$ cat config.mk
export PLATFORM = sky130hd
export DESIGN_NAME = ps2_keyevent
export DESIGN_NICKNAME = d
export VERILOG_FILES = /design/src/rtl/ps2_keyevent.sv
export SDC_FILE = /design/constraint.sdc
export NUM_CORES = 1
export LEC_CHECK = 0
export BUFFER_PORTS_ARGS = -buffer_cell sky130_fd_sc_hd__buf_2
export CORE_MARGIN = 2
export CORE_UTILIZATION = 52
export DETAILED_ROUTE_END_ITERATION = 6
export PLACE_DENSITY_LB_ADDON = 0.05
export SETUP_SLACK_MARGIN = 0.2
export SLEW_MARGIN = 15
export SYNTH_ARGS = -nofsm -noshare
export SYNTH_HDL_FRONTEND = slang
export SYNTH_SLANG_ARGS = --single-unit
$ cat constraint.sdc
create_clock -name clk -period 2.8 [get_ports clk]
set_input_delay 0.28 -clock clk [delete_from_list [all_inputs] [get_ports clk]]
set_output_delay 0.28 -clock clk [all_outputs]
set_load 0.02 [all_outputs]
$ cat src/rtl/ps2_keyevent.sv
// PS/2 key-event decoder: pulls bytes from the PS/2 receiver, strips E0/F0/E1 prefixes and queues {ext, brk, code} events.
// Optional build macro PS2KEV_TYPEMATIC_FILTER_EN suppresses typematic repeat makes via a 512-entry held table.
module ps2_keyevent #(
    parameter int FIFO_DEPTH = 4,
    parameter int PAUSE_SKIP = 7
) (
    input  logic                          clk,
    input  logic                          reset,
    input  logic                          rx_dsr,
    input  logic [7:0]                    rx_q,
    output logic                          rx_rden,
    input  logic                          rx_overflow,
    output logic                          ev_valid,
    input  logic                          ev_ready,
    output logic [7:0]                    ev_code,
    output logic                          ev_ext,
    output logic                          ev_brk,
    output logic [$clog2(FIFO_DEPTH):0]   ev_count
);

    localparam int AW = $clog2(FIFO_DEPTH);
    localparam int CW = AW + 1;
    localparam int SW = (PAUSE_SKIP < 1) ? 1 : $clog2(PAUSE_SKIP + 1);
    localparam logic [SW-1:0] SKIP_INIT  = SW'(PAUSE_SKIP);
    localparam logic [CW-1:0] DEPTH_C    = CW'(FIFO_DEPTH);
    localparam logic [63:0]   REPLY_CODES = 64'h00AA_EEFA_FCFD_FEFF;

    typedef enum logic [1:0] {
        IDLE,
        FETCH,
        DECODE
    } state_t;

    state_t          state_reg;
    logic [7:0]      byte_reg;
    logic            ext_f_reg;
    logic            brk_f_reg;
    logic [SW-1:0]   skip_cnt_reg;
    logic            rden_last_reg;

    logic [9:0]      mem [FIFO_DEPTH];
    logic [AW-1:0]   wr_ptr_reg;
    logic [AW-1:0]   rd_ptr_reg;
    logic [CW-1:0]   count_reg;

    logic            fifo_full;
    logic            pop_en;
    logic            push_en;
    logic [9:0]      push_data;
    logic [9:0]      head;

    logic [7:0]      reply_hit;
    logic            is_reply;
    logic            is_e0;
    logic            is_e1;
    logic            is_f0;
    logic            in_decode;
    logic            skipping;
    logic            prefix_pending;
    logic            pause_ev;
    logic            key_ev;

    // Keyboard reply bytes (BAT, ACK, echo, resend, errors) are only dropped when no prefix precedes them.
    generate
        for (genvar gi = 0; gi < 8; gi++) begin : g_reply
            assign reply_hit[gi] = (byte_reg == REPLY_CODES[8*gi +: 8]);
        end
    endgenerate

    assign is_reply       = |reply_hit;
    assign is_e0          = (byte_reg == 8'hE0);
    assign is_e1          = (byte_reg == 8'hE1);
    assign is_f0          = (byte_reg == 8'hF0);
    assign in_decode      = (state_reg == DECODE);
    assign skipping       = (skip_cnt_reg != '0);
    assign prefix_pending = ext_f_reg | brk_f_reg;

    assign pause_ev  = in_decode & skipping & (skip_cnt_reg == SW'(1));
    assign key_ev    = in_decode & ~skipping & ~is_e1 & ~is_e0 & ~is_f0 & (prefix_pending | ~is_reply);
    assign push_data = pause_ev ? {2'b10, 8'h77} : {ext_f_reg, brk_f_reg, byte_reg};

`ifdef PS2KEV_TYPEMATIC_FILTER_EN
    logic [511:0] held_reg;
    logic         held_hit;

    assign held_hit = held_reg[{ext_f_reg, byte_reg}];
    assign push_en  = pause_ev | (key_ev & (brk_f_reg | ~held_hit));

    always_ff @(posedge clk) begin
        if (reset) begin
            held_reg <= '0;
        end else if (key_ev) begin
            held_reg[{ext_f_reg, byte_reg}] <= ~brk_f_reg;
        end
    end
`else
    assign push_en = pause_ev | key_ev;
`endif

    assign fifo_full = (count_reg == DEPTH_C);
    // Read strobe is a single-cycle pulse; rx_q is then valid during FETCH.
    assign rx_rden   = ~reset & (state_reg == IDLE) & rx_dsr & ~fifo_full & ~rden_last_reg;

    always_ff @(posedge clk) begin
        if (reset) begin
            state_reg     <= IDLE;
            byte_reg      <= '0;
            ext_f_reg     <= 1'b0;
            brk_f_reg     <= 1'b0;
            skip_cnt_reg  <= '0;
            rden_last_reg <= 1'b0;
        end else begin
            rden_last_reg <= rx_rden;
            case (state_reg)
                IDLE: begin
                    if (rx_rden) begin
                        state_reg <= FETCH;
                    end
                end
                FETCH: begin
                    byte_reg  <= rx_q;
                    state_reg <= DECODE;
                end
                DECODE: begin
                    state_reg <= IDLE;
                    if (skipping) begin
                        skip_cnt_reg <= skip_cnt_reg - SW'(1);
                    end else if (is_e1) begin
                        skip_cnt_reg <= SKIP_INIT;
                        ext_f_reg    <= 1'b0;
                        brk_f_reg    <= 1'b0;
                    end else if (is_e0) begin
                        ext_f_reg <= 1'b1;
                    end else if (is_f0) begin
                        brk_f_reg <= 1'b1;
                    end else begin
                        ext_f_reg <= 1'b0;
                        brk_f_reg <= 1'b0;
                    end
                end
                default: state_reg <= IDLE;
            endcase
            // An abandoned frame invalidates any partial prefix; the byte in flight still decodes.
            if (rx_overflow) begin
                ext_f_reg    <= 1'b0;
                brk_f_reg    <= 1'b0;
                skip_cnt_reg <= '0;
            end
        end
    end

    assign pop_en = ev_valid & ev_ready;

    always_ff @(posedge clk) begin
        if (push_en) begin
            mem[wr_ptr_reg] <= push_data;
        end
    end

    always_ff @(posedge clk) begin
        if (reset) begin
            wr_ptr_reg <= '0;
            rd_ptr_reg <= '0;
            count_reg  <= '0;
        end else begin
            if (push_en) begin
                wr_ptr_reg <= wr_ptr_reg + AW'(1);
            end
            if (pop_en) begin
                rd_ptr_reg <= rd_ptr_reg + AW'(1);
            end
            case ({push_en, pop_en})
                2'b10:   count_reg <= count_reg + CW'(1);
                2'b01:   count_reg <= count_reg - CW'(1);
                default: count_reg <= count_reg;
            endcase
        end
    end

    assign head     = mem[rd_ptr_reg];
    assign ev_valid = (count_reg != '0);
    assign ev_count = count_reg;
    assign ev_code  = ev_valid ? head[7:0] : 8'h00;
    assign ev_ext   = ev_valid & head[9];
    assign ev_brk   = ev_valid & head[8];

endmodule

# Word-level counts from Yosys, hierarchy flattened
# Memories as Yosys holds them, arrays and structs flattened. A register that Yosys moved wholly into a read port is not among the register bits.
# Cells that the tools add are included.
[totals]
regBits = 23
latchBits = 0
mem_bits_rw = 40
mem_bits_ro = 0
inputBits = 13
output_inout_bits = 15
elab_cells = 87
memories = 1
[memory_table]
columns = ["name", "depth", "width", "read_ports", "rd_ports_with_merged_regs", "wr", "line_no", "text"]
rows = [
  ["mem", 4, 10, 1, 1, 1, "41", "logic [9:0] mem [FIFO_DEPTH];"],
]
[op_classes]
add_sub_neg = 5
n_mul = 0
div_mod_pow = 0
magnitude_cmp = 0
eq_ne = 19
shift = 0
n_mux = 17
n_bitwise = 25
n_reduce_logical = 11
[ops]
columns = ["op", "count"]
rows = [
  ["8-bit == test (second input constant)", 10],
  ["1-bit bitwise AND", 14],
  ["10-bit two-way mux", 1],
  ["8-bit logical NOT", 1],
  ["1-bit two-way mux", 8],
  ["8-bit two-way mux", 1],
  ["1-bit inverter", 8],
  ["8-bit OR reduction", 1],
  ["2-bit two-way mux", 3],
  ["3-bit two-way mux", 2],
  ["3-bit one-hot mux with 2 select lines", 1],
  ["3-bit AND reduction", 2],
  ["3-bit nonzero test", 2],
  ["3-bit by 1-bit subtractor with 3-bit output (second input constant)", 2],
  ["2-bit by 1-bit adder with 2-bit output (second input constant)", 2],
  ["2-bit by 1-bit == test with 1-bit output (second input constant)", 2],
  ["2-bit == test (second input constant)", 2],
  ["2-bit one-hot mux with 2 select lines", 1],
  ["2-bit nonzero test", 2],
  ["3-bit by 1-bit adder with 3-bit output (second input constant)", 1],
  ["3-bit by 1-bit == test with 1-bit output (second input constant)", 1],
  ["3-bit == test (second input constant)", 1],
  ["3-bit != test (second input constant)", 1],
  ["1-bit bitwise OR", 3],
  ["other kinds (5)", 5],
]

# Depth between registers and ports, before layout
# Gate-level depths: netlist (run 1).
[logic_depth]
ltp_word = 10
depth_mapped = 11
mapped_depth_nobuf = 11

# Worst setup path after synthesis (run 1)
# No wires, ideal clock.
[synth_path]
path_type = "reg2reg"
startpoint = "register byte_reg[4]"
endpoint = "register count_reg[2] (netlist: ev_count[2])"
setup_time_ps = 71
arrival_time_ps = 2611
t_required_ps = 2729
path_slack_ps = 118
path_stages_with_launch = 12
path_buffers = 1
period_less_slack_ps = 2682
cell_sequence = "dfxtp_1 buf_6 or4_4 nor3_2 o211ai_2 a21oi_1 ha_1 inv_1 fa_1 xor2_1 or3_1 a21oi_1"
[synth_between]
elab_chain_cells = 9
elab_cells_between_ends = 26
cone_classes = "eq/ne: 12; mux: 1; bitwise: 10; reduce/logical: 3"
[synth_lines]
columns = ["item", "line_no", "text"]
rows = [
  ["start: declaration", "35", "logic [7:0] byte_reg;"],
  ["start signal: assignment", "121", "byte_reg <= rx_q;"],
  ["8-bit == test", "72", "assign is_e1 = (byte_reg == 8'hE1);"],
  ["1-bit inverter", "79", "assign key_ev = in_decode & ~skipping & ~is_e1 & ~is_e0 & ~is_f0 & (prefix_pending | ~is_reply);"],
  ["1-bit bitwise AND (3 in a row)", "79", ""],
  ["1-bit bitwise AND *", "79", ""],
  ["1-bit bitwise OR *", "97", "assign push_en = pause_ev | key_ev;"],
  ["2-bit by 1-bit == test with 1-bit output / 2-bit == test (equally long branches)", "172", "case ({push_en, pop_en})"],
  ["3-bit one-hot mux with 2 select lines / 2-bit nonzero test (equally long branches)", "n/a", ""],
  ["end signal: assignment", "173", "2'b10: count_reg <= count_reg + CW'(1);"],
  ["end signal: assignment", "174", "2'b01: count_reg <= count_reg - CW'(1);"],
  ["end signal: assignment", "175", "default: count_reg <= count_reg;"],
  ["end: declaration", "44", "logic [CW-1:0] count_reg;"],
]
# Mark *: on every way between the ends. The rest lies on a longest branch, timed or not.
# A chain may end at the register's enable or synchronous reset.

# Worst setup path after layout (run 1)
[layout_path]
startpoint = "register byte_reg[2]"
endpoint = "register count_reg[2] (netlist: ev_count[2])"
# The elaborated chain is that of the path after synthesis.

==> Flow_metrics.wiki, run 1 <==
{| class="wikitable"
! Metric !! Value
|-
| TritonCTS clock tree || done
|-
| Number of slew-limit violations in the final report || 0
|-
| IO Pins || 28
|-
| Proportion of synthesized chip area in sequential cells || 59.99%
|-
| Mapped cell area || around 2800 um^2
|-
| Total congestion overflow || 0
|-
| Setup repair after global routing missed its margin || yes
|-
| RePlAce Congestion || between 0.7 and 0.8
|-
| Initial standard-cell utilization of the core || 54.84%
|-
| Number of fillers in the final layout || 391
|-
| Worst EP arrival || 2.89 ns
|-
| Internal Dissipation || around 1800 uW
|-
| Vias in the first global route || 1742
|-
| Total count of hold-check failures in the final report || 0
|-
| Prevailing post-synth register cell || sky130_fd_sc_hd__edfxtp_1
|-
| Clock skew || 0.004693 ns
|-
| Clock root cell || sky130_fd_sc_hd__clkbuf_8
|-
| Max Freq || 379.6 MHz
|-
| Reported net switching power || 493.6 uW
|-
| Aggregate routed wire length || slightly above 5 mm
|-
| Die X-Extent || 77.86 um
|-
| Worst setup startpoint || byte_reg[2]
|-
| Min Tclk post-route || 2.634 ns
|-
| Post-DRT Antenna Nets || 0
|-
| Port bufs || 27
|-
| Sw Ratio || 21.87%
|-
| Hold slack || roughly 0.19 ns
|-
| Final total negative setup slack || 0 ns
|-
| Total of flip-flops plus latches after synthesis || 65
|-
| Violation count after the first detailed-route iteration || 73
|-
| Worst R2R Setup Slack || between 0.15 and 0.2 ns
|-
| Maximum net fanout on the critical path || 6
|-
| Type of the worst min-delay path || in2reg
|-
| Startpoint kind of the worst setup timing path || register
|-
| Largest net degree at the start of global routing || 23
|-
| Power density over the cells || 663.8 nW/um^2
|-
| Net count, final || between 200 and 300
|-
| Number of cells produced by synthesis || approximately 230
|-
| Number of unique standard cell types used by synthesis || 37
|-
| Skew-Pair Late Insertion Delay || between 0.3 and 0.4 ns
|-
| Final worst path period share || 94.08%
|-
| Cell Count Post-Placement || 323
|-
| Dpl hpwl || 3.435 mm
|-
| Flip-flop count of the largest register, all copies and words added || 40
|-
| Number of iterations in the first detailed-routing pass || 4
|-
| Most frequent standard cell in the layout excluding fill and tap cells || sky130_fd_sc_hd__edfxtp_1
|-
| Portion of synthesized cell area occupied by the leading cell type || 42.35%
|-
| Critical Path, Cell by Cell || or4_4, nor3_4, o211ai_2, a21oi_2, ha_2, inv_1, fa_2, xor2_1, or3_1, a21oi_1
|-
| Kind of critical path || reg2reg
|-
| Async set or reset register ratio after synthesis || 0%
|-
| Remaining design rule violation count || 0
|-
| R2R depth || 10
|-
| Antenna violations before repair || 0
|-
| Clock slew seen by the registers of the worst setup and hold paths || around 0.07 ns
|-
| Floorplan die area || 6061 um^2
|-
| Relative area change from synthesis to final layout || 19.89%
|-
| Max stage delay cell, worst path || sky130_fd_sc_hd__or4_4
|-
| Wire length of the first global-routing pass || 8.473 mm
|-
| Cell type with the highest aggregate area in the netlist || sky130_fd_sc_hd__edfxtp_1
|-
| Run status || completed
|-
| Worst EP required || 3.05 ns
|-
| CP endpoint kind || register
|-
| Transition time of the tightest slew-check pin || ~0.51 ns
|-
| Std-Cell Rows || 26
|-
| Syn Nets || 248
|-
| Slowest Stage Delay on Critical Path || 0.54 ns
|-
| Yosys warnings || 0
|-
| Sequential fraction of design power || approximately 47%
|-
| Worst max-slew margin expressed relative to the limit || 66.01%
|-
| Bufs and invs on worst path || 1
|-
| Die boundary height || 77.86 um
|-
| Post-detailed-route via-to-cell ratio || 5.254
|-
| Per-cell routed wire length || around 15 um
|-
| Largest vdd supply drop || 0.0004717 V
|-
| Share of final-layout standard cells stronger than drive strength 1 || 31.16%
|-
| Max H-tree Level || 3
|-
| Kind of cell adding the most delay to the critical path || simple AND/OR/NAND/NOR gates
|-
| Number of inserted diodes || 0
|-
| Hold Path Cell Cnt || 3
|-
| Comb pwr share || 10.7%
|-
| Register Area || 1707 um^2
|-
| Max-cap check violation count || 0
|-
| Clock group share of total power || 42.5%
|-
| Number of synthesized flops with an enable pin || 40
|-
| Biggest area contributors in the synthesized netlist || sky130_fd_sc_hd__edfxtp_1 42%, sky130_fd_sc_hd__dfxtp_1 18%, sky130_fd_sc_hd__mux4_2 7.9%, sky130_fd_sc_hd__ha_1 3.5%, sky130_fd_sc_hd__nand2_1 2.8%
|-
| Area of the multi-input gates || 1074 um^2
|-
| Leading cell types in the layout, fill and taps excluded || 40 x sky130_fd_sc_hd__edfxtp_1, 27 x sky130_fd_sc_hd__buf_2, 23 x sky130_fd_sc_hd__dfxtp_1
|-
| Launch instance of the worst min-delay path || rx_q[1]
|-
| Number of endpoints failing setup at the final stage || 0
|-
| Number of clock buffers inserted by TritonCTS || 9
|-
| Critical R2R Capture || ev_count[2]
|-
| Via count || 1818
|-
| Worst Hold Path EP || byte_reg[1]
|-
| Sink count of the clock tree || 65
|-
| Origin of the critical flop-to-flop path || byte_reg[2]
|-
| Number of non-filler instances in the completed layout || 346
|-
| Mean Syn Cell Area || between 10 and 15 um^2
|-
| Maximum buffer depth of the clock tree || 2
|-
| Floorplan Core Area || between 5000 and 6000 um^2
|-
| Leakage power of the design || 0.001273 uW
|-
| Global-route total usage across every layer || 18.38%
|}
[worst max path at each step]
stage	endpoint	depth (start not counted)	slack (ns)
CTS	ev_count[2]	10	0.21
finish	ev_count[2]	10	0.17
global placement	ev_count[2]	10	0.23
detailed placement	ev_count[2]	10	0.15
global route	ev_count[2]	10	0.11
floorplan	ev_count[2]	11	0.20
[synthesized netlist by cell type (2+ instances only)]
library cell,n
sky130_fd_sc_hd__a211oi_1,2
sky130_fd_sc_hd__a21oi_1,13
sky130_fd_sc_hd__a311oi_1,5
sky130_fd_sc_hd__a31oi_1,2
sky130_fd_sc_hd__and2_1,11
sky130_fd_sc_hd__buf_1,2
sky130_fd_sc_hd__clkbuf_1,5
sky130_fd_sc_hd__dfxtp_1,25
sky130_fd_sc_hd__edfxtp_1,40
sky130_fd_sc_hd__ha_1,8
sky130_fd_sc_hd__inv_1,9
sky130_fd_sc_hd__mux4_2,10
sky130_fd_sc_hd__nand2_1,21
sky130_fd_sc_hd__nand2b_1,3
sky130_fd_sc_hd__nand3_1,4
sky130_fd_sc_hd__nor2_1,20
sky130_fd_sc_hd__nor2b_1,10
sky130_fd_sc_hd__nor4_1,2
sky130_fd_sc_hd__o21ai_0,3
sky130_fd_sc_hd__or2_2,9
sky130_fd_sc_hd__or3_1,3
sky130_fd_sc_hd__or4_1,2
sky130_fd_sc_hd__xor2_1,3
[timing repair]
action	4_1_cts	5_1_grt
setup buffers	3	4
pin swaps	2	4
resized for setup	2	4
setup endpoints to repair	1	1
hold buffers	0	0
[routing by layer]
| metal | vias up | part of all wire [%] | global-route usage (%) |
|---|---|---|---|
| li1 | 908 | - | - |
| met1 | 864 | 46 | 23.81 |
| met2 | 37 | 49 | 30.43 |
| met4 | 0 | 1.4 | 7.500 |
| met3 | 9 | 2.7 | 3.488 |
| met5 | - | 0 | 0 |
[layout make-up]
| class | count | area share [%] |
|---|---|---|
| timing repair buffer | 43 | 7.506 |
| tap | 70 | 2.575 |
| clock buffer | 11 | 4.157 |
| multi-input combinational | 143 | 31.57 |
| clock inverter | 5 | 3.017 |
| inverter | 9 | 0.9934 |
| sequential | 65 | 50.18 |
[worst min-delay path, cell delays in order]
cell                      delay (ns)
sky130_fd_sc_hd__buf_2          0.09
sky130_fd_sc_hd__nand2_1        0.04
sky130_fd_sc_hd__a21oi_1        0.05
[stage by stage]
step / util, % / instance area [um^2] / power (uW) / setup WS [ns]
global placement: 59.70 / 3088 / 1290 / 0.2276
floorplan: - / 2840 / 1230 / 0.2044
global route: 65.75 / 3401 / 2335 / 0.1066
CTS: 64.93 / 3358 / 2264 / 0.2055
detailed placement: 59.70 / 3088 / 1295 / 0.1490
finish: 65.75 / 3401 / 2257 / 0.1658
[power groups by stage]
stage | combinational, uW | sequential (uW) | clock, uW
finish | 242 | 1060 | 959
global route | 264 | 1060 | 1010
CTS | 229 | 1060 | 978
detailed placement | 217 | 1080 | 0
global placement | 214 | 1080 | 0
floorplan | 156 | 1070 | 0
[cell families (layout without fill, tap and decap cells)]
family,Yosys count,after routing,share of synthesized area [%]
AO/OA/AOI/OAI,29,29,6.616
XOR/XNOR,4,4,1.235
adder cells (fa/ha/maj),9,9,4.235
buffers and inverters,18,68,2.691
flip-flops,65,65,59.99
multiplexers,10,10,7.940
AND/OR/NAND/NOR,91,91,17.29
Note: power is estimated with default switching activity, not from simulation.
==> inputs of run 2 (changes only) <==
- ABC_AREA: unset -> 1
- CORE_UTILIZATION: 52 -> 53
==> Flow_metrics.wiki, run 2 <==
{| class="wikitable"
! Metric !! Value
|-
| Number of slew-limit violations in the final report || 0
|-
| Via count || 2139
|-
| Number of inserted diodes || 0
|-
| Largest net degree at the start of global routing || 22
|-
| Per-cell routed wire length || 12.92 um
|-
| Number of unique standard cell types used by synthesis || 30
|-
| Die X-Extent || 78.77 um
|-
| TritonCTS clock tree || done
|-
| Sequential fraction of design power || between 40% and 50%
|-
| XOR/XNOR share of the synthesized area || 0%
|-
| Worst max-slew margin expressed relative to the limit || 59.97%
|-
| Proportion of synthesized chip area in sequential cells || a little under three fifths
|-
| Worst EP required || 3.02 ns
|-
| Leading cell types in the layout, fill and taps excluded || 59 x sky130_fd_sc_hd__nor2_1, 40 x sky130_fd_sc_hd__edfxtp_1, 34 x sky130_fd_sc_hd__o21ai_0
|-
| Remaining design rule violation count || 0
|-
| Final total negative setup slack || 0 ns
|-
| Relative area change from synthesis to final layout || 15.08%
|-
| Startpoint kind of the worst setup timing path || register
|-
| Number of cells produced by synthesis || 311
|-
| Prevailing post-synth register cell || sky130_fd_sc_hd__edfxtp_1
|-
| Power density over the cells || 784.7 nW/um^2
|-
| Vias in the first global route || approximately 2000
|-
| Cell type with the highest aggregate area in the netlist || sky130_fd_sc_hd__edfxtp_1
|-
| Net count, final || 370
|-
| Largest vdd supply drop || 0.0006520 V
|-
| Most repeated cell in the gate-level netlist after synthesis || sky130_fd_sc_hd__nor2_1
|-
| Violation count after the first detailed-route iteration || 110
|-
| Floorplan Core Area || about 5400 um^2
|-
| Yosys warnings || 0
|-
| Hold-fix buffer count after cts || 0
|-
| Dpl hpwl || about 3.7 mm
|-
| Post-DRT Antenna Nets || 0
|-
| Total congestion overflow || 0
|-
| Kind of critical path || reg2reg
|-
| Reported net switching power || slightly below 900 uW
|-
| Max-cap check violation count || 0
|-
| Number of synthesized flops with an enable pin || 40
|-
| Maximum buffer depth of the clock tree || 2
|-
| Portion of synthesized cell area occupied by the leading cell type || 40.54%
|-
| Async set or reset register ratio after synthesis || 0%
|-
| Area share of fa/ha/maj cells after synthesis || 4.054%
|-
| Wire length of the first global-routing pass || ~9.3 mm
|-
| Skew-Pair Late Insertion Delay || 0.33 ns
|-
| Share of final-layout standard cells stronger than drive strength 1 || 21.81%
|-
| Most frequent standard cell in the layout excluding fill and tap cells || sky130_fd_sc_hd__nor2_1
|-
| Transition time of the tightest slew-check pin || about 0.6 ns
|-
| Final worst path period share || 84.67%
|-
| Mapped cell area || 2963 um^2
|-
| Most frequent cells after synthesis || 59 x sky130_fd_sc_hd__nor2_1, 40 x sky130_fd_sc_hd__edfxtp_1, 34 x sky130_fd_sc_hd__o21ai_0
|-
| Clock skew || 0.005967 ns
|-
| Leakage power of the design || 0.001382 uW
|-
| Clock slew seen by the registers of the worst setup and hold paths || 0.07 ns
|-
| Internal Dissipation || 1804 uW
|-
| Std-Cell Rows || 27
|-
| Type of the worst min-delay path || in2reg
|-
| Syn Nets || 333
|-
| IO Pins || 28
|-
| Aggregate routed wire length || 5.493 mm
|-
| Number of endpoints failing setup at the final stage || 0
|-
| Setup repair after global routing missed its margin || no
|-
| Sw Ratio || between 30% and 40%
|-
| Clock root cell || sky130_fd_sc_hd__clkbuf_8
|-
| Number of iterations in the first detailed-routing pass || 4
|-
| Post-detailed-route via-to-cell ratio || between 5 and 6
|-
| Post-synthesis simple-gate area fraction || 19.76%
|-
| Max Freq || ~420 MHz
|-
| Worst EP arrival || 2.59 ns
|-
| Die boundary height || about 79 um
|-
| Combinational family with the most area after synthesis || simple AND/OR/NAND/NOR gates
|-
| RePlAce Congestion || 0.8252
|-
| Mean Syn Cell Area || 9.527 um^2
|-
| Flip-flop count of the largest register, all copies and words added || 40
|-
| Share of cell area taken by muxes after synthesis || 0%
|-
| Total of flip-flops plus latches after synthesis || 65
|-
| Comb pwr share || 27.2%
|-
| Fraction of the mapped netlist area in compound gates || 13.01%
|-
| Global-route total usage across every layer || 20.08%
|-
| Number of clock buffers inserted by TritonCTS || 9
|-
| Run status || completed
|-
| CP endpoint kind || register
|-
| Max H-tree Level || 3
|-
| Sink count of the clock tree || 65
|-
| Min Tclk post-route || between 2 and 2.5 ns
|-
| Clock group share of total power || around 31%
|-
| Antenna violations before repair || 0
|-
| Port bufs || 27
|-
| Maximum net fanout on the critical path || 10
|-
| Biggest area contributors in the synthesized netlist || sky130_fd_sc_hd__edfxtp_1 41%, sky130_fd_sc_hd__dfxtp_1 17%, sky130_fd_sc_hd__nor2_1 7.5%, sky130_fd_sc_hd__o21ai_0 5.7%, sky130_fd_sc_hd__a21oi_1 4.9%
|-
| Floorplan die area || just over 6000 um^2
|-
| Core utilization of the finished layout || 62.69%
|-
| Initial standard-cell utilization of the core || 54.47%
|-
| Total count of hold-check failures in the final report || 0
|}
## run 2: changes by cell type in the layout (fill, tap and decap cells not counted), sizes merged, moves of 6 or more
cell and delta:
a21oi +17, and2 -11, buf -9, inv +26
mux4 -10, nand2 +14, nand3 +6, nor2 +48
nor2b -10, o21ai +35, or2 -6
## run 2: worst max-delay path, cell delays in order (launching register included)
cell                      delay (ns)
sky130_fd_sc_hd__dfxtp_1        0.33
sky130_fd_sc_hd__inv_1          0.10
sky130_fd_sc_hd__ha_1           0.20
sky130_fd_sc_hd__nand2_4        0.12
sky130_fd_sc_hd__nand4_4        0.16
sky130_fd_sc_hd__inv_2          0.09
sky130_fd_sc_hd__a21oi_4        0.16
sky130_fd_sc_hd__ha_1           0.17
sky130_fd_sc_hd__inv_1          0.07
sky130_fd_sc_hd__fa_1           0.39
sky130_fd_sc_hd__a21oi_1        0.15
sky130_fd_sc_hd__o21ai_0        0.11
sky130_fd_sc_hd__o21ai_0        0.16
sky130_fd_sc_hd__a21oi_1        0.05
## run 2: layout make-up
cell class                 instances  area (um^2)
clock inverter                     3        65.06
inverter                          36        135.1
multi-input combinational        202         1091
clock buffer                      13        138.9
timing repair buffer              34        187.7
tap                               72        90.09
fill                             475         2029
sequential                        65         1702
## run 2: timing repair
action                                 CTS  global route
resized for setup                        0             0
setup endpoints to repair                0             1
buffers inserted                         0             3
endpoints found under the hold margin    0             0
## run 2: worst paths after layout
kind	start	endpoint	slack [ns]	cells past startpoint
hold reg to reg	rden_last_reg	state_reg[0]	0.47	1
setup reg to reg	skip_cnt_reg[0]	ev_count[2]	0.43	13
setup / recovery	skip_cnt_reg[0]	ev_count[2]	0.43	13
hold / removal	reset	state_reg[1]	0.15	2
## run 2: per-layer routing
metal / global-route usage (%) / routed length, um / vias to the layer above
li1: - / - / 1117
met1: 24.68 / 2516 / 973
met2: 33.76 / 2675 / 42
met3: 5.114 / 219 / 7
met4: 8.421 / 81 / 0
met5: 0 / 0 / -
## run 2: logic make-up after synthesis
| group | after synthesis |
|---|---|
| AO/OA/AOI/OAI | 72 |
| AND/OR/NAND/NOR | 121 |
| flip-flops | 65 |
| buffers and inverters | 44 |
| adder cells (fa/ha/maj) | 9 |
## run 2: per-stage QoR
| stage | hold WS, ns | cells | total power [uW] | setup slack [ns] | area [um^2] |
|---|---|---|---|---|---|
| 2_1_floorplan | 0.3524 | 311 | 1642 | 0.5776 | 2963 |
| 3_3_place_gp | 0.4360 | 406 | 1862 | 0.4569 | 3183 |
| 3_5_place_dp | 0.4535 | 406 | 1868 | 0.3795 | 3183 |
| 4_1_cts | 0.1406 | 422 | 2697 | 0.3350 | 3387 |
| 5_1_grt | 0.1352 | 425 | 2826 | 0.2507 | 3410 |
| 6_report | 0.1495 | 425 | 2676 | 0.4292 | 3410 |
## run 2: power groups by stage
stage               clock network (uW)  logic (uW)  registers (uW)
finish                             832         728            1120
global route                       892         810            1120
global placement                     0         727            1140
floorplan                            0         493            1150
CTS                                850         732            1120
detailed placement                   0         732            1140
==> inputs of run 3 (changes only) <==
- ABC_AREA: 1 -> 0
- CORE_UTILIZATION: 53 -> 52
- clock period: 2.8 -> 2 ns (I/O delays scaled with it)
==> Flow_metrics.wiki, run 3 (same netlist as run 1, synthesis figures left out) <==
{| class="wikitable"
! Metric !! Value
|-
| Run status || complete, but fails checks
|-
| Violated checks || negative setup slack
|-
| Violation count after the first detailed-route iteration || 91
|-
| Initial standard-cell utilization of the core || a little over half
|-
| Post-detailed-route via-to-cell ratio || around 5.3
|-
| Max Freq || 393.0 MHz
|-
| Largest net degree at the start of global routing || 23
|-
| Worst Hold Path EP || byte_reg[3]
|-
| Relative area change from synthesis to final layout || 41.16%
|-
| Std-Cell Rows || 26
|-
| Floorplan Core Area || 5172 um^2
|-
| Global-route total usage across every layer || 22.45%
|-
| Kind of critical path || reg2reg
|-
| Setup repair after global routing missed its margin || yes
|-
| Final total negative setup slack || -17.43 ns
|-
| Hold-fix buffer count after cts || 0
|-
| Skew-Pair Late Insertion Delay || 0.33 ns
|-
| Share of final-layout standard cells stronger than drive strength 1 || between 40% and 50%
|-
| Worst EP arrival || about 2.8 ns
|-
| Remaining design rule violation count || 0
|-
| Total count of hold-check failures in the final report || 0
|-
| Worst R2R Setup Slack || -0.54 ns
|-
| Sink count of the clock tree || 65
|-
| Min Tclk post-route || 2.545 ns
|-
| Floorplan die area || 6061 um^2
|-
| CP endpoint kind || register
|-
| Transition time of the tightest slew-check pin || 0.5136 ns
|-
| Maximum buffer depth of the clock tree || 2
|-
| Post-DP Area || 3273 um^2
|-
| Hold slack || 0.1020 ns
|-
| TritonCTS clock tree || done
|-
| PnR Total Power || 3139 uW
|-
| Largest vdd supply drop || 0.0004819 V
|-
| Type of the worst min-delay path || in2reg
|-
| RePlAce Congestion || 0.8210
|-
| Cell Count Post-Placement || 346
|-
| Global routing usage on met3 || 4.186%
|-
| Critical R2R Capture || ev_count[2]
|-
| Flip-flop count of the largest register, all copies and words added || 40
|-
| Clock root cell || sky130_fd_sc_hd__clkbuf_8
|-
| Clock slew seen by the registers of the worst setup and hold paths || 0.07 ns
|-
| Global Route met1 Usage || 26.77%
|-
| Number of non-filler instances in the completed layout || 383
|-
| Origin of the critical flop-to-flop path || byte_reg[2]
|-
| Number of iterations in the first detailed-routing pass || 5
|-
| Via count || 2049
|-
| Met2 layer usage reported by global route || 39.48%
|-
| Antenna violations before repair || 0
|-
| Number of endpoints failing setup at the final stage || 43
|-
| Total congestion overflow || 0
|-
| Per-cell routed wire length || 17.01 um
|-
| Number of inserted diodes || 0
|-
| Clock skew || between 0.006 and 0.007 ns
|-
| Worst setup startpoint || byte_reg[2]
|-
| Final WS setup || -0.5448 ns
|-
| Cell area after layout || roughly 4000 um^2
|-
| Critical Path, Cell by Cell || or4_4, nor3_4, o211ai_2, a21oi_2, ha_4, inv_2, fa_2, xor2_1, or3_1, a21oi_1
|-
| Hold Path Cell Cnt || 3
|-
| R2R depth || 10
|-
| Port bufs || 27
|-
| Global route hottest layer || met2
|-
| Number of slew-limit violations in the final report || 0
|-
| Power density over the cells || a little under 800 nW/um^2
|-
| Launch instance of the worst min-delay path || rx_q[3]
|-
| Startpoint kind of the worst setup timing path || register
|-
| Post-DRT Antenna Nets || 0
|-
| Number of fillers in the final layout || 313
|-
| Slowest Stage Delay on Critical Path || about 0.54 ns
|-
| Worst EP required || around 2.3 ns
|-
| Dpl hpwl || 3.645 mm
|-
| Bufs and invs on worst path || 1
|-
| Final worst path period share || 127.2%
|-
| Vias in the first global route || 2147
|-
| Most frequent standard cell in the layout excluding fill and tap cells || sky130_fd_sc_hd__edfxtp_1
|-
| Logic depth of the worst setup path including buffers || 10
|-
| Leading cell types in the layout, fill and taps excluded || 40 x sky130_fd_sc_hd__edfxtp_1, 32 x sky130_fd_sc_hd__buf_4, 22 x sky130_fd_sc_hd__dfxtp_1, 22 x sky130_fd_sc_hd__buf_6, 21 x sky130_fd_sc_hd__nand2_1
|-
| Max H-tree Level || 3
|-
| Maximum net fanout on the critical path || 3
|-
| Number of clock buffers inserted by TritonCTS || 9
|-
| Max stage delay cell, worst path || sky130_fd_sc_hd__or4_4
|-
| Aggregate routed wire length || 6.516 mm
|-
| Die boundary height || about 80 um
|-
| Die X-Extent || about 78 um
|-
| Net count, final || 331
|-
| Kind of cell adding the most delay to the critical path || simple AND/OR/NAND/NOR gates
|-
| IO Pins || 28
|-
| Worst max-slew margin expressed relative to the limit || 65.69%
|-
| Max-cap check violation count || 0
|-
| Leakage power of the design || ~0.0015 uW
|-
| Wire length of the first global-routing pass || 10.29 mm
|}
[run 3: changes by cell type in the layout (fill, tap and decap cells not counted), sizes merged, moves of 10 or more]
cell	delta
nor2b	+10
nand2	-14
o21ai	-35
buf	+43
mux4	+10
and2	+11
inv	-26
nor2	-48
a21oi	-17
[run 3: worst max-delay path by stage]
stage | to | slack, ns
6_report | ev_count[2] | -0.54
3_3_place_gp | ev_count[2] | -0.53
5_1_grt | ev_count[2] | -0.69
2_1_floorplan | ev_count[2] | -0.59
3_5_place_dp | ev_count[2] | -0.58
4_1_cts | ev_count[2] | -0.56
[run 3: through the flow]
step                util (%)  setup slack, ns
finish                 77.41          -0.5448
global route           77.41          -0.6926
CTS                    74.89          -0.5575
detailed placement     63.28          -0.5751
global placement       63.28          -0.5256
floorplan                  -          -0.5910
[run 3: layout make-up]
| class | count | area, um^2 | share of cell area (%) |
|---|---|---|---|
| sequential | 65 | 1708 | 42.66 |
| multi-input combinational | 143 | 1179 | 29.44 |
| clock inverter | 4 | 68.82 | 1.719 |
| timing repair buffer | 81 | 795.8 | 19.87 |
| inverter | 9 | 33.78 | 0.8438 |
| clock buffer | 11 | 131.4 | 3.281 |
| tap | 70 | 87.58 | 2.188 |
[run 3: worst reg2reg max path, stage by stage (launching register included)]
cell and delay (ns):
sky130_fd_sc_hd__dfxtp_2 0.33, sky130_fd_sc_hd__or4_4 0.54, sky130_fd_sc_hd__nor3_4 0.13, sky130_fd_sc_hd__o211ai_2 0.13, sky130_fd_sc_hd__a21oi_2 0.23, sky130_fd_sc_hd__ha_4 0.17
sky130_fd_sc_hd__inv_2 0.03, sky130_fd_sc_hd__fa_2 0.32, sky130_fd_sc_hd__xor2_1 0.16, sky130_fd_sc_hd__or3_1 0.31, sky130_fd_sc_hd__a21oi_1 0.14
[run 3: repair_timing]
item                                    CTS  global route
gates resized for setup                  64            11
buffers inserted                         11             6
gates cloned                              3             2
pin swaps                                10            12
endpoints found under the setup margin   55            57
[run 3: routing by layer]
| layer | share of wire [%] | vias up |
|---|---|---|
| li1 | - | 982 |
| met1 | 41 | 1016 |
| met2 | 55 | 43 |
| met3 | 3.0 | 8 |
| met4 | 1.2 | 0 |
| met5 | 0 | - |
[run 3: power by group]
group          internal (uW)  switching (uW)
registers               1450            25.7
logic                    264             224
clock network            690             485
